`src/rtl/preempt_ctrl.sv`:
```
// Quantum-based preemption controller.
// Counts user instructions retired in the current time slice. When the quantum
// expires it strobes the register bank's save, redirects the PC to the OS
// handler, and then waits until the OS is running before arming again.
module preempt_ctrl #(
  parameter int          OS_LIMIT     = 3000,
  parameter logic [31:0] HANDLER_ADDR = 32'd0,
  parameter int          CNT_W        = 32
) (
  input  logic             clock,
  input  logic             reset,
  input  logic             enable,
  input  logic [31:0]      pc_atual,
  input  logic [31:0]      prog_atual,
  input  logic [31:0]      quantum,
  input  logic             instr_valid,
  output logic             save,
  output logic             desvio,
  output logic [31:0]      desvio_addr,
  output logic             stall,
  output logic [CNT_W-1:0] count,
  output logic [31:0]      last_prog,
  output logic [15:0]      n_preempt
);

  typedef enum logic [2:0] {IDLE, RUN, SAVE, JUMP, WAIT_OS} state_t;

  // The compare width is wide enough for both count+1 and the 32-bit quantum.
  localparam int          CW    = (CNT_W >= 32) ? CNT_W + 1 : 33;
  localparam logic [31:0] LIMIT = 32'(OS_LIMIT);

  state_t           state;
  logic             user;
  logic             expire;
  logic [CNT_W-1:0] cnt_sat;

  // pc == OS_LIMIT is still user code.
  assign user    = pc_atual >= LIMIT;
  // Use >= so a quantum lowered below the current count expires on the next retire.
  assign expire  = (CW'(count) + CW'(1)) >= CW'(quantum);
  // The counter holds at all-ones and never wraps.
  assign cnt_sat = (count == '1) ? count : count + 1'b1;

  assign desvio_addr = HANDLER_ADDR;

  // FSM with registered strobes. SAVE and JUMP ignore their inputs, so a
  // preemption that has started always completes.
  always_ff @(posedge clock) begin
    if (reset) begin
      state     <= IDLE;
      save      <= 1'b0;
      desvio    <= 1'b0;
      stall     <= 1'b0;
      count     <= '0;
      last_prog <= '0;
      n_preempt <= '0;
    end else begin
      case (state)
        IDLE: begin
          count <= '0;
          if (enable && quantum != 32'd0 && user) state <= RUN;
        end
        RUN: begin
          // Exit conditions take priority over expiry.
          if (!user || !enable || quantum == 32'd0) begin
            state <= IDLE;
            count <= '0;
          end else if (instr_valid) begin
            count <= cnt_sat;
            if (expire) begin
              state <= SAVE;
              save  <= 1'b1;
              stall <= 1'b1;
            end
          end
        end
        SAVE: begin
          save      <= 1'b0;
          desvio    <= 1'b1;
          last_prog <= prog_atual;
          n_preempt <= n_preempt + 16'd1;
          state     <= JUMP;
        end
        JUMP: begin
          desvio <= 1'b0;
          stall  <= 1'b0;
          state  <= WAIT_OS;
        end
        WAIT_OS: begin
          // count stays frozen until the OS handler is actually running.
          if (!user) begin
            state <= IDLE;
            count <= '0;
          end
        end
        default: begin
          state  <= IDLE;
          save   <= 1'b0;
          desvio <= 1'b0;
          stall  <= 1'b0;
          count  <= '0;
        end
      endcase
    end
  end

endmodule
```
`config.mk`:
```
export PLATFORM = sky130hd
export DESIGN_NAME = preempt_ctrl
export DESIGN_NICKNAME = d
export VERILOG_FILES = /design/src/rtl/preempt_ctrl.sv
export SDC_FILE = /design/constraint.sdc
export NUM_CORES = 1
export LEC_CHECK = 0
export BUFFER_PORTS_ARGS = -buffer_cell sky130_fd_sc_hd__buf_4
export CORE_ASPECT_RATIO = 1.1
export CORE_MARGIN = 2
export CORE_UTILIZATION = 30
export CTS_CLUSTER_SIZE = 40
export DETAILED_ROUTE_END_ITERATION = 10
export PLACE_DENSITY_LB_ADDON = 0.05
export SETUP_SLACK_MARGIN = 0.15
export SYNTH_ARGS = -nofsm -noshare
export SYNTH_HDL_FRONTEND = slang
export SYNTH_SLANG_ARGS = --single-unit
```
`constraint.sdc`:
```
create_clock -name clock -period 3.65 [get_ports clock]
set_input_delay 0.365 -clock clock [delete_from_list [all_inputs] [get_ports clock]]
set_output_delay 0.365 -clock clock [all_outputs]
set_load 0.01 [all_outputs]
```
[Yosys cells after proc, flatten, opt, wreduce, memory -nomap -nowiden]
Index checks and enable logic that the tools add are counted.
Cells by class
  add/subtract/negate cells: 3
  multipliers: 0
  divide/modulo/power cells: 0
  $lt $le $gt $ge: 2
  equal/unequal tests: 13
  shift-type cells: 0
  mux-type cells: 17
  bitwise operators: 3
  reductions and logical operators: 17
Operators with widths (number)
  2-to-1 mux 32 bit: 4
  case mux 32 bit (3 select lines): 1
  adder 32 x 1 -> 33 bit (second input constant): 1
  greater-or-equal comparator 33 x 32 -> 1 bit: 1
  adder 32 x 1 -> 32 bit (second input constant): 1
  equality test 32 bit (second input constant): 1
  greater-or-equal comparator 32 x 12 -> 1 bit (second input constant): 1
  logical NOT 32 bit: 1
  nonzero test 32 bit: 1
  adder 16 x 1 -> 16 bit (second input constant): 1
  AND reduction 4 bit: 4
  2-to-1 mux 3 bit: 5
  case mux 3 bit (5 select lines): 1
  inequality test 2 bit (second input constant): 5
  inequality test 3 bit (second input constant): 3
  OR reduction 3 bit: 3
  equality test 3 x 2 -> 1 bit (second input constant): 2
  case mux 1 bit (2 select lines): 3
  equality test 3 x 1 -> 1 bit (second input constant): 1
  equality test 3 bit (second input constant): 1
  logical NOT 3 bit: 1
  2-to-1 mux 1 bit: 3
  inverter 1 bit: 3
  logical AND 1 bit: 2
  other kinds (3): 5
Storage, ports and cells
  flip-flop bits (word level): 86
  latch bits: 0
  memory bits (writable): 0
  memory bits (read-only): 0
  input bits: 100
  output and inout port bits: 115
  logic and storage cells: 62
  memories: 0

[Depth between registers and ports, before layout]
Gate-level depths: netlist (run 1).
  depth in word-level cells: 6
  depth in mapped cells: 14
  mapped depth without buffers: 13

[Worst setup path before layout (run 1)]
No wires, ideal clock.
  kind: register to register
  start point: register count[0]
  end point: register state[1]
  setup time: 0.137 ns
  arrival: 3.115 ns
  required time: 3.513 ns
  setup slack: 0.398 ns
  cell stages (with the launch flop): 13
  path buffers: 0
  period minus slack after synthesis: 3.252 ns
  cell sequence: dfxtp_1 -> ha_1 -> nand3_1 -> nor4_1 -> nand3_1 -> xnor2_1 -> ha_1 -> nand4_1 -> nor4_1 -> a221oi_1 -> a21oi_1 -> o31ai_1 -> o31ai_1
On the way
  word-level cells in the longest chain between the ends: 4
RTL lines
  from (decl): RTL line 21  | output logic [CNT_W-1:0] count,
  from (signal assigned): RTL line 69  | count <= cnt_sat;
  adder 32 x 1 -> 33 bit: RTL line 40  | assign expire = (CW'(count) + CW'(1)) >= CW'(quantum);
  greater-or-equal comparator 33 x 32 -> 1 bit: RTL line 40
  inequality test 3 bit (no source line)
  AND reduction 4 bit (no source line)
  to (signal assigned): RTL line 50  | state <= IDLE;
  to (signal assigned): RTL line 61  | if (enable && quantum != 32'd0 && user) state <= RUN;
  to (signal assigned): RTL line 66  | state <= IDLE;
  to (decl): RTL line 32  | state_t state;
No other way between the ends.
A chain may end at the register's enable or synchronous reset.

[Worst setup path after layout (run 1)]
  start point: register count[1]
  end point: register state[0]
Same word-level chain as after synthesis.

==> impl_results.md, run 1 <==
- Critical Path Start: count[1]$_SDFFE_PP0P_
- Top FF cell, synth: dfxtp_1
- Final Setup Violations: 0
- Synthesized flop and latch total: 86
- Rel. slew slack: 44.6%
- Fmax: 311 MHz
- Longest Clk Path Bufs: 2
- Reg2Reg Setup Slack: 0.44 ns
- Vias in the first global route: 5249
- Ratio of cells with drive above 1 in the final layout: 27.9%
- R2R Path End: state[0]$_SDFFE_PP0P_
- H-tree depth: 3
- WL/cell: 15.3 um
- Post-synth cell types: 53
- Max_cap viols: 0
- Starting density of the core: 30.7%
- Final WL: 16.6 mm
- Crit path DAT: 3.45 ns
- HPWL after DPL: 12.8 mm
- Layout area overhead: 35.6%
- Commonest non-fill, non-tap cells in the layout: buf_4 (193), nand2_1 (132), dfxtp_1 (86), a21oi_1 (52), inv_1 (48)
- Die Wd: 130 um
- Post-CTS setup buffers: 0
- Rows: 50
- Tcrit/Tclk final: 88.0%
- CP Class: reg2reg
- Hold Fails Final Rpt: 0
- GP Congestion: 0.826
- First-pass GRT wire length: 26.0 mm
- Clock root buffer: clkbuf_16
- Worst r2r path cells: 13
- Crit Path Max Fanout: 7
- Worst-Margin Slew: 0.831 ns
- Leakage: 3.09 nW
- Clock sinks: 86
- Routed Antenna Nets: 0
- RSZ-0062 raised after global routing: yes
- Fin Setup TNS: 0 ns
- Final Skew: 0.00580 ns
- Fillers: 1757
- Sequential fraction of the synthesis area: 32.8%
- Asr flop ratio synth: 0%
- PortBufs: 179
- WP data required: 3.89 ns
- Total grt overflow: 0
- CP Launch Type: register
- Largest net degree at the start of global routing: 54
- Initial antenna violation count: 0
- Diodes inserted: 0
- Max Slew Vio Count: 0
- Outcome: completed
- GRT Total Usage: 17.8%
- Avg Cell Area, Syn: 7.79 sq um
- Post-layout net count: 981
- Finished Core Util: 41.6%
- Crit path to: state[0]$_SDFFE_PP0P_
- Die Ht: 143 um
- Kind of end point of the critical path: register
- Commonest non-fill, non-tap cell in the layout: buf_4
- Cell count after synthesis: 673
- R2r startpoint: count[1]$_SDFFE_PP0P_
- Residual DRC count: 0
- PD cells: 293 nW/um^2
- Max rail drop VDD: 0.000211 V
- Number of flops mapped to enable cells by yosys: 0
- DRT iter0 DRCs: 183
- IO Pins: 215
- Min-delay worst type: in2reg
- Cts bufs inserted: 9
- Cell area after synthesis: 5240 sq um
- Die ar.: 18500 sq um
- Synthesis Warnings: 0
- Hold_buf cts: 0
- CORE AREA: 17100 sq um
- CTS tree: done
- Worst-path clk slew: 0.07 ns
- Drt via density: 4.81
- DR vias: 5222
- Drt first pass iters: 4
- Worst skew pair latency: 0.34 ns
- Post-layout minimum cycle time: 3.21 ns
==> worst min path at each step <==
stage                               startpoint                         end  slack, ns  cells past startpoint
global placement    last_prog[24]$_SDFFE_PP0P_  last_prog[24]$_SDFFE_PP0P_       0.44                      2
global route                    prog_atual[11]  last_prog[11]$_SDFFE_PP0P_       0.25                      3
detailed placement   last_prog[6]$_SDFFE_PP0P_   last_prog[6]$_SDFFE_PP0P_       0.45                      2
CTS                             prog_atual[10]  last_prog[10]$_SDFFE_PP0P_       0.25                      3
finish                          prog_atual[12]  last_prog[12]$_SDFFE_PP0P_       0.26                      3
floorplan            last_prog[0]$_SDFFE_PP0P_   last_prog[0]$_SDFFE_PP0P_       0.48                      2
==> state kept, by name, summed over array words and instances (netlist names) <==
register / cells
n_preempt: 16
state: 3
desvio: 1
last_prog: 32
save: 1
count: 32
stall: 1
==> synthesized netlist by cell type (7+ instances only) <==
| master | instances | area share [%] |
|---|---|---|
| buf_4 | 32 | 4.6 |
| clkbuf_1 | 22 | 1.6 |
| inv_1 | 48 | 3.4 |
| nor4_1 | 14 | 1.7 |
| and4_1 | 11 | 1.8 |
| nor2_1 | 24 | 1.7 |
| ha_1 | 34 | 8.1 |
| nand2_1 | 132 | 9.5 |
| and3_1 | 7 | 0.84 |
| o211ai_1 | 20 | 2.9 |
| o21ai_0 | 24 | 2.3 |
| xor2_1 | 11 | 1.8 |
| nand4_1 | 24 | 2.9 |
| a21oi_1 | 54 | 5.2 |
| nand3_1 | 26 | 2.5 |
| dfxtp_1 | 86 | 33 |
| xnor2_1 | 21 | 3.5 |
| o221ai_1 | 10 | 1.7 |
| o21ai_2 | 11 | 1.8 |
==> repair_timing <==
action                                  CTS  global route
gates resized for setup                   0             8
hold endpoints to repair                  0             0
endpoints found under the setup margin    0             4
==> per-layer routing <==
layer	routed length [um]	GRT usage [%]	share of wire, %	vias up
met5	0	0	0	-
li1	-	-	-	2644
met2	8360	31.4	50	158
met4	354	7.19	2.1	0
met1	6790	20.5	41	2400
met3	1070	4.38	6.4	20
==> layout make-up <==
type / count / area [sq um] / share of cell area, %
multi-input cells: 508 / 3140 / 44.1
flip-flops and latches: 86 / 1720 / 24.2
repair buffers: 194 / 1470 / 20.7
well taps: 234 / 293 / 4.12
clock buffers: 10 / 239 / 3.36
inverters: 48 / 180 / 2.53
clock inverters: 6 / 68.8 / 0.968
==> power breakdown <==
group / switching (mW) / leakage (nW) / internal [mW] / total, mW
Sequential: 0.00129 / 0.693 / 0.939 / 0.940
Clock: 0.417 / 0.149 / 0.555 / 0.972
Combinational: 0.0875 / 2.24 / 0.0861 / 0.174
==> logic make-up after synthesis <==
logic type / after synthesis / synth area share, %
AOI/OAI and AO/OA: 138 / 17.3
muxes: 1 / 0.191
adders and majority gates: 34 / 8.11
DFF: 86 / 32.8
other: 1 / 0.0715
xor gates and xnor gates: 32 / 5.35
buffers and inverters: 110 / 10.6
and+or+nand+nor: 271 / 25.6
==> stage by stage <==
| step | hold WS (ns) | power (mW) | instances | cell area (sq um) | worst slack [ns] |
|---|---|---|---|---|---|
| detailed placement | 0.449 | 1.13 | 1070 | 6760 | 0.257 |
| finish | 0.263 | 2.09 | 1086 | 7110 | 0.436 |
| floorplan | 0.481 | 1.05 | 704 | 5360 | 0.398 |
| CTS | 0.252 | 2.11 | 1086 | 7070 | 0.237 |
| global placement | 0.443 | 1.13 | 1070 | 6760 | 0.345 |
| global route | 0.254 | 2.17 | 1086 | 7110 | 0.143 |
==> worst max-delay path: stages (launching register included) <==
cell	delay, ns
dfxtp_1	0.40
ha_1	0.28
nand3_2	0.20
nor4_2	0.30
buf_4	0.18
nand3_1	0.09
xnor2_1	0.17
ha_1	0.31
nand4_1	0.17
nor4_4	0.37
nand4_1	0.19
a21oi_2	0.20
o41ai_1	0.08
and3_1	0.17
No activity file was read; power rests on OpenSTA's default activity.
==> inputs of run 2 (changes only) <==
ABC_AREA = 1   (was default)
CTS_CLUSTER_SIZE = 16   (was 40)
==> impl_results.md, run 2 <==
- Outcome: completed
- DR vias: 5634 (+7.9%)
- Clock sinks: 86 (unchanged)
- Most area-consuming cells after synthesis: dfxtp_1 (31%), nor2_1 (12%), nand2_1 (12%)
- Avg Cell Area, Syn: 6.44 sq um (-17%)
- Post-CTS setup buffers: 0 (unchanged)
- Asr flop ratio synth: 0% (unchanged)
- Fin Setup TNS: 0 ns (unchanged)
- Longest Clk Path Bufs: 2 (unchanged)
- Starting density of the core: 30.6% (-0.14 points)
- Design area: 7390 sq um (+3.9%)
- Initial antenna violation count: 0 (unchanged)
- Diodes inserted: 0 (unchanged)
- PortBufs: 179 (unchanged)
- Top FF cell, synth: dfxtp_1
- Drt first pass iters: 4 (unchanged)
- Total grt overflow: 0 (unchanged)
- Largest net degree at the start of global routing: 41 (-24%)
- Crit path DAT: 3.33 ns (-0.12 ns)
- Final hold slack: 0.233 ns (-0.0308 ns)
- WL/cell: 13.3 um (-13%)
- Worst skew pair latency: 0.35 ns (about the same)
- Ratio of cells with drive above 1 in the final layout: 20.8% (-7.1 points)
- Post-layout net count: 1175 (+20%)
- Final Skew: 0.00985 ns (+0.00405 ns)
- Max_cap viols: 0 (unchanged)
- Max rail drop VDD: 0.000263 V (+25%)
- Rel. slew slack: 57.9% (+13 points)
- Worst hold path depth: 3 (unchanged)
- Top cells by count, synth: nor2_1 (185), nand2_1 (183), inv_1 (94), dfxtp_1 (86), o21ai_0 (44)
- Cts bufs inserted: 9 (unchanged)
- Worst-Margin Slew: 0.630 ns (-0.201 ns)
- Fillers: 2057 (+17%)
- Die ar.: 19800 sq um (+6.7%)
- Yosys top cell area share: 30.7% (-2.1 points)
- Kind of end point of the critical path: register
- Vias in the first global route: 5455 (+3.9%)
- Clock root buffer: clkbuf_16
- Cell area after synthesis: 5610 sq um (+6.9%)
- Final WL: 17.1 mm (+3.3%)
- Routed Antenna Nets: 0 (unchanged)
- Cell count after synthesis: 871 (+29%)
- Hold Fails Final Rpt: 0 (unchanged)
- RSZ-0062 raised after global routing: no
- Synthesized flop and latch total: 86 (unchanged)
- GRT Total Usage: 17.3% (-0.48 points)
- Residual DRC count: 0 (unchanged)
- Fin cells: 1289 (+19%)
- Synthesis Warnings: 0 (unchanged)
- Crit Path Max Fanout: 6 (-1)
- Area occupied by multi-input gates: 3260 sq um (+3.8%)
- Layout area overhead: 31.8%
- Placed cell count: 1273 (+19%)
- Post-layout minimum cycle time: 3.09 ns (-0.128 ns)
- WP data required: 3.89 ns (about the same)
- Leakage: 3.76 nW (+22%)
- Tcrit/Tclk final: 84.5% (-3.5 points)
- Commonest non-fill, non-tap cells in the layout: buf_4 (184), nand2_1 (183), nor2_1 (183), inv_1 (94), dfxtp_1 (85)
- HPWL after DPL: 13.7 mm (+7.5%)
- GP Congestion: 0.854 (+3.5%)
- Worst r2r path cells: 23 (+10)
- Number of flops mapped to enable cells by yosys: 0 (unchanged)
- Leading area contributor after synthesis: dfxtp_1
- Most common cell in the synthesized netlist: nor2_1
- DP Area: 7060 sq um (+4.5%)
- Worst-path clk slew: 0.07 ns (about the same)
- CORE AREA: 18300 sq um (+7.4%)
- Sequential fraction of the synthesis area: 30.7% (-2.1 points)
- DRT iter0 DRCs: 134 (-27%)
- Drt via density: 4.37 (-9.1%)
- Commonest non-fill, non-tap cell in the layout: buf_4
- Min-delay worst type: in2reg
- Die Wd: 134 um (+3.3%)
- Die Ht: 147 um (+3.3%)
- Reg area: 1720 sq um (about the same)
- Final Setup Violations: 0 (unchanged)
- IO Pins: 215 (unchanged)
- PD cells: 370 nW/um^2 (+26%)
- Post-synth cell types: 34 (-36%)
- CP Class: reg2reg
- Largest regs: count x32, last_prog x32, n_preempt x16
- CP Launch Type: register
- Max Slew Vio Count: 0 (unchanged)
- First-pass GRT wire length: 27.3 mm (+4.8%)
- Rows: 52 (+4.0%)
- Fmax: 324 MHz (+4.1%)
- CTS tree: done
- H-tree depth: 3 (unchanged)
run 2: cell types whose count changed in the layout (fill, tap and decap cells not counted), moves of 11 or more:
| cell | before | now |
|---|---|---|
| o21ai_1 | 0 | 28 |
| nor2_1 | 23 | 183 |
| nor4_1 | 12 | 0 |
| xnor2_1 | 21 | 6 |
| o21ai_0 | 24 | 44 |
| nor3_1 | 4 | 20 |
| xor2_1 | 11 | 23 |
| and4_1 | 11 | 0 |
| o211ai_1 | 20 | 0 |
| a21oi_1 | 52 | 40 |
| o21ai_2 | 11 | 0 |
| inv_1 | 48 | 94 |
| nand2_1 | 132 | 183 |
run 2: per-layer routing:
| metal | global-route usage, % | routed length, um | up-vias |
|---|---|---|---|
| met2 | 30.6 | 8470 | 140 |
| met1 | 20.8 | 7400 | 2438 |
| met4 | 6.21 | 363 | 0 |
| met3 | 3.49 | 888 | 20 |
| met5 | 0 | 0 | - |
| li1 | - | - | 3036 |
run 2: where the power goes:
group	switching, mW	total (mW)	internal, mW	leakage [nW]
Combinational	0.353	0.622	0.269	2.90
Clock	0.429	1.04	0.612	0.163
Sequential	0.0696	1.07	1.00	0.697
Total	0.852	2.73	1.88	3.76
run 2: area by class of cell:
type                    instances  share of cell area [%]
multi-input cells             659                    44.1
flip-flops and latches         86                    23.3
repair buffers                185                    19.0
inverters                     100                    5.08
well taps                     243                    4.11
clock buffers                   9                    3.05
clock inverters                 7                    1.39
run 2: worst max-delay path, cell delays in order, from the launching register on:
cell and delay [ns]:
dfxtp_2 0.40, ha_1 0.23, nand2_1 0.11, nor2_4 0.13, nand2_2 0.11, inv_2 0.07
nand3_1 0.11, nor2_1 0.19, nand2_1 0.09, xor2_1 0.13, inv_1 0.09, ha_1 0.30
nand2_1 0.11, inv_1 0.06, nand2_1 0.06, nand2_1 0.05, nand3_1 0.07, nand4_1 0.09
nor2_1 0.20, nand3_1 0.11, nand2_1 0.13, nand2_1 0.06, nand2_1 0.05, nor2_1 0.04
run 2: final timing paths:
check	start	endpoint	slack [ns]
worst min-delay path	prog_atual[7]	last_prog[7]$_SDFFE_PP0P_	0.23
worst min register to register	save$_SDFFE_PP0P_	save$_SDFFE_PP0P_	0.46
worst max register to register	count[0]$_SDFFE_PP0P_	state[0]$_SDFFE_PP0P_	0.56
worst max-delay path	count[0]$_SDFFE_PP0P_	state[0]$_SDFFE_PP0P_	0.56
run 2: repair_timing:
item                                    CTS  global route
hold buffers                              0             0
gates resized for setup                   0             1
endpoints found under the setup margin    0             3
run 2: cells by family (layout without fill, tap and decap cells):
logic type	count (synthesis)	in the layout	synth area share, %
xor gates and xnor gates	29	29	4.53
buffers and inverters	157	301	13.4
adders and majority gates	34	34	7.59
other	1	32	0.0669
AOI/OAI and AO/OA	118	118	10.8
DFF	86	86	30.7
and+or+nand+nor	446	446	32.9
run 2: metrics by stage:
stage	power [mW]	util (%)	worst slack [ns]
final	2.73	40.3	0.564
after global routing	2.89	40.3	0.161
after CTS	2.78	40.3	0.451
after detailed placement	1.72	38.5	0.461
after global placement	1.72	38.5	0.526
after floorplan	1.47	-	0.943
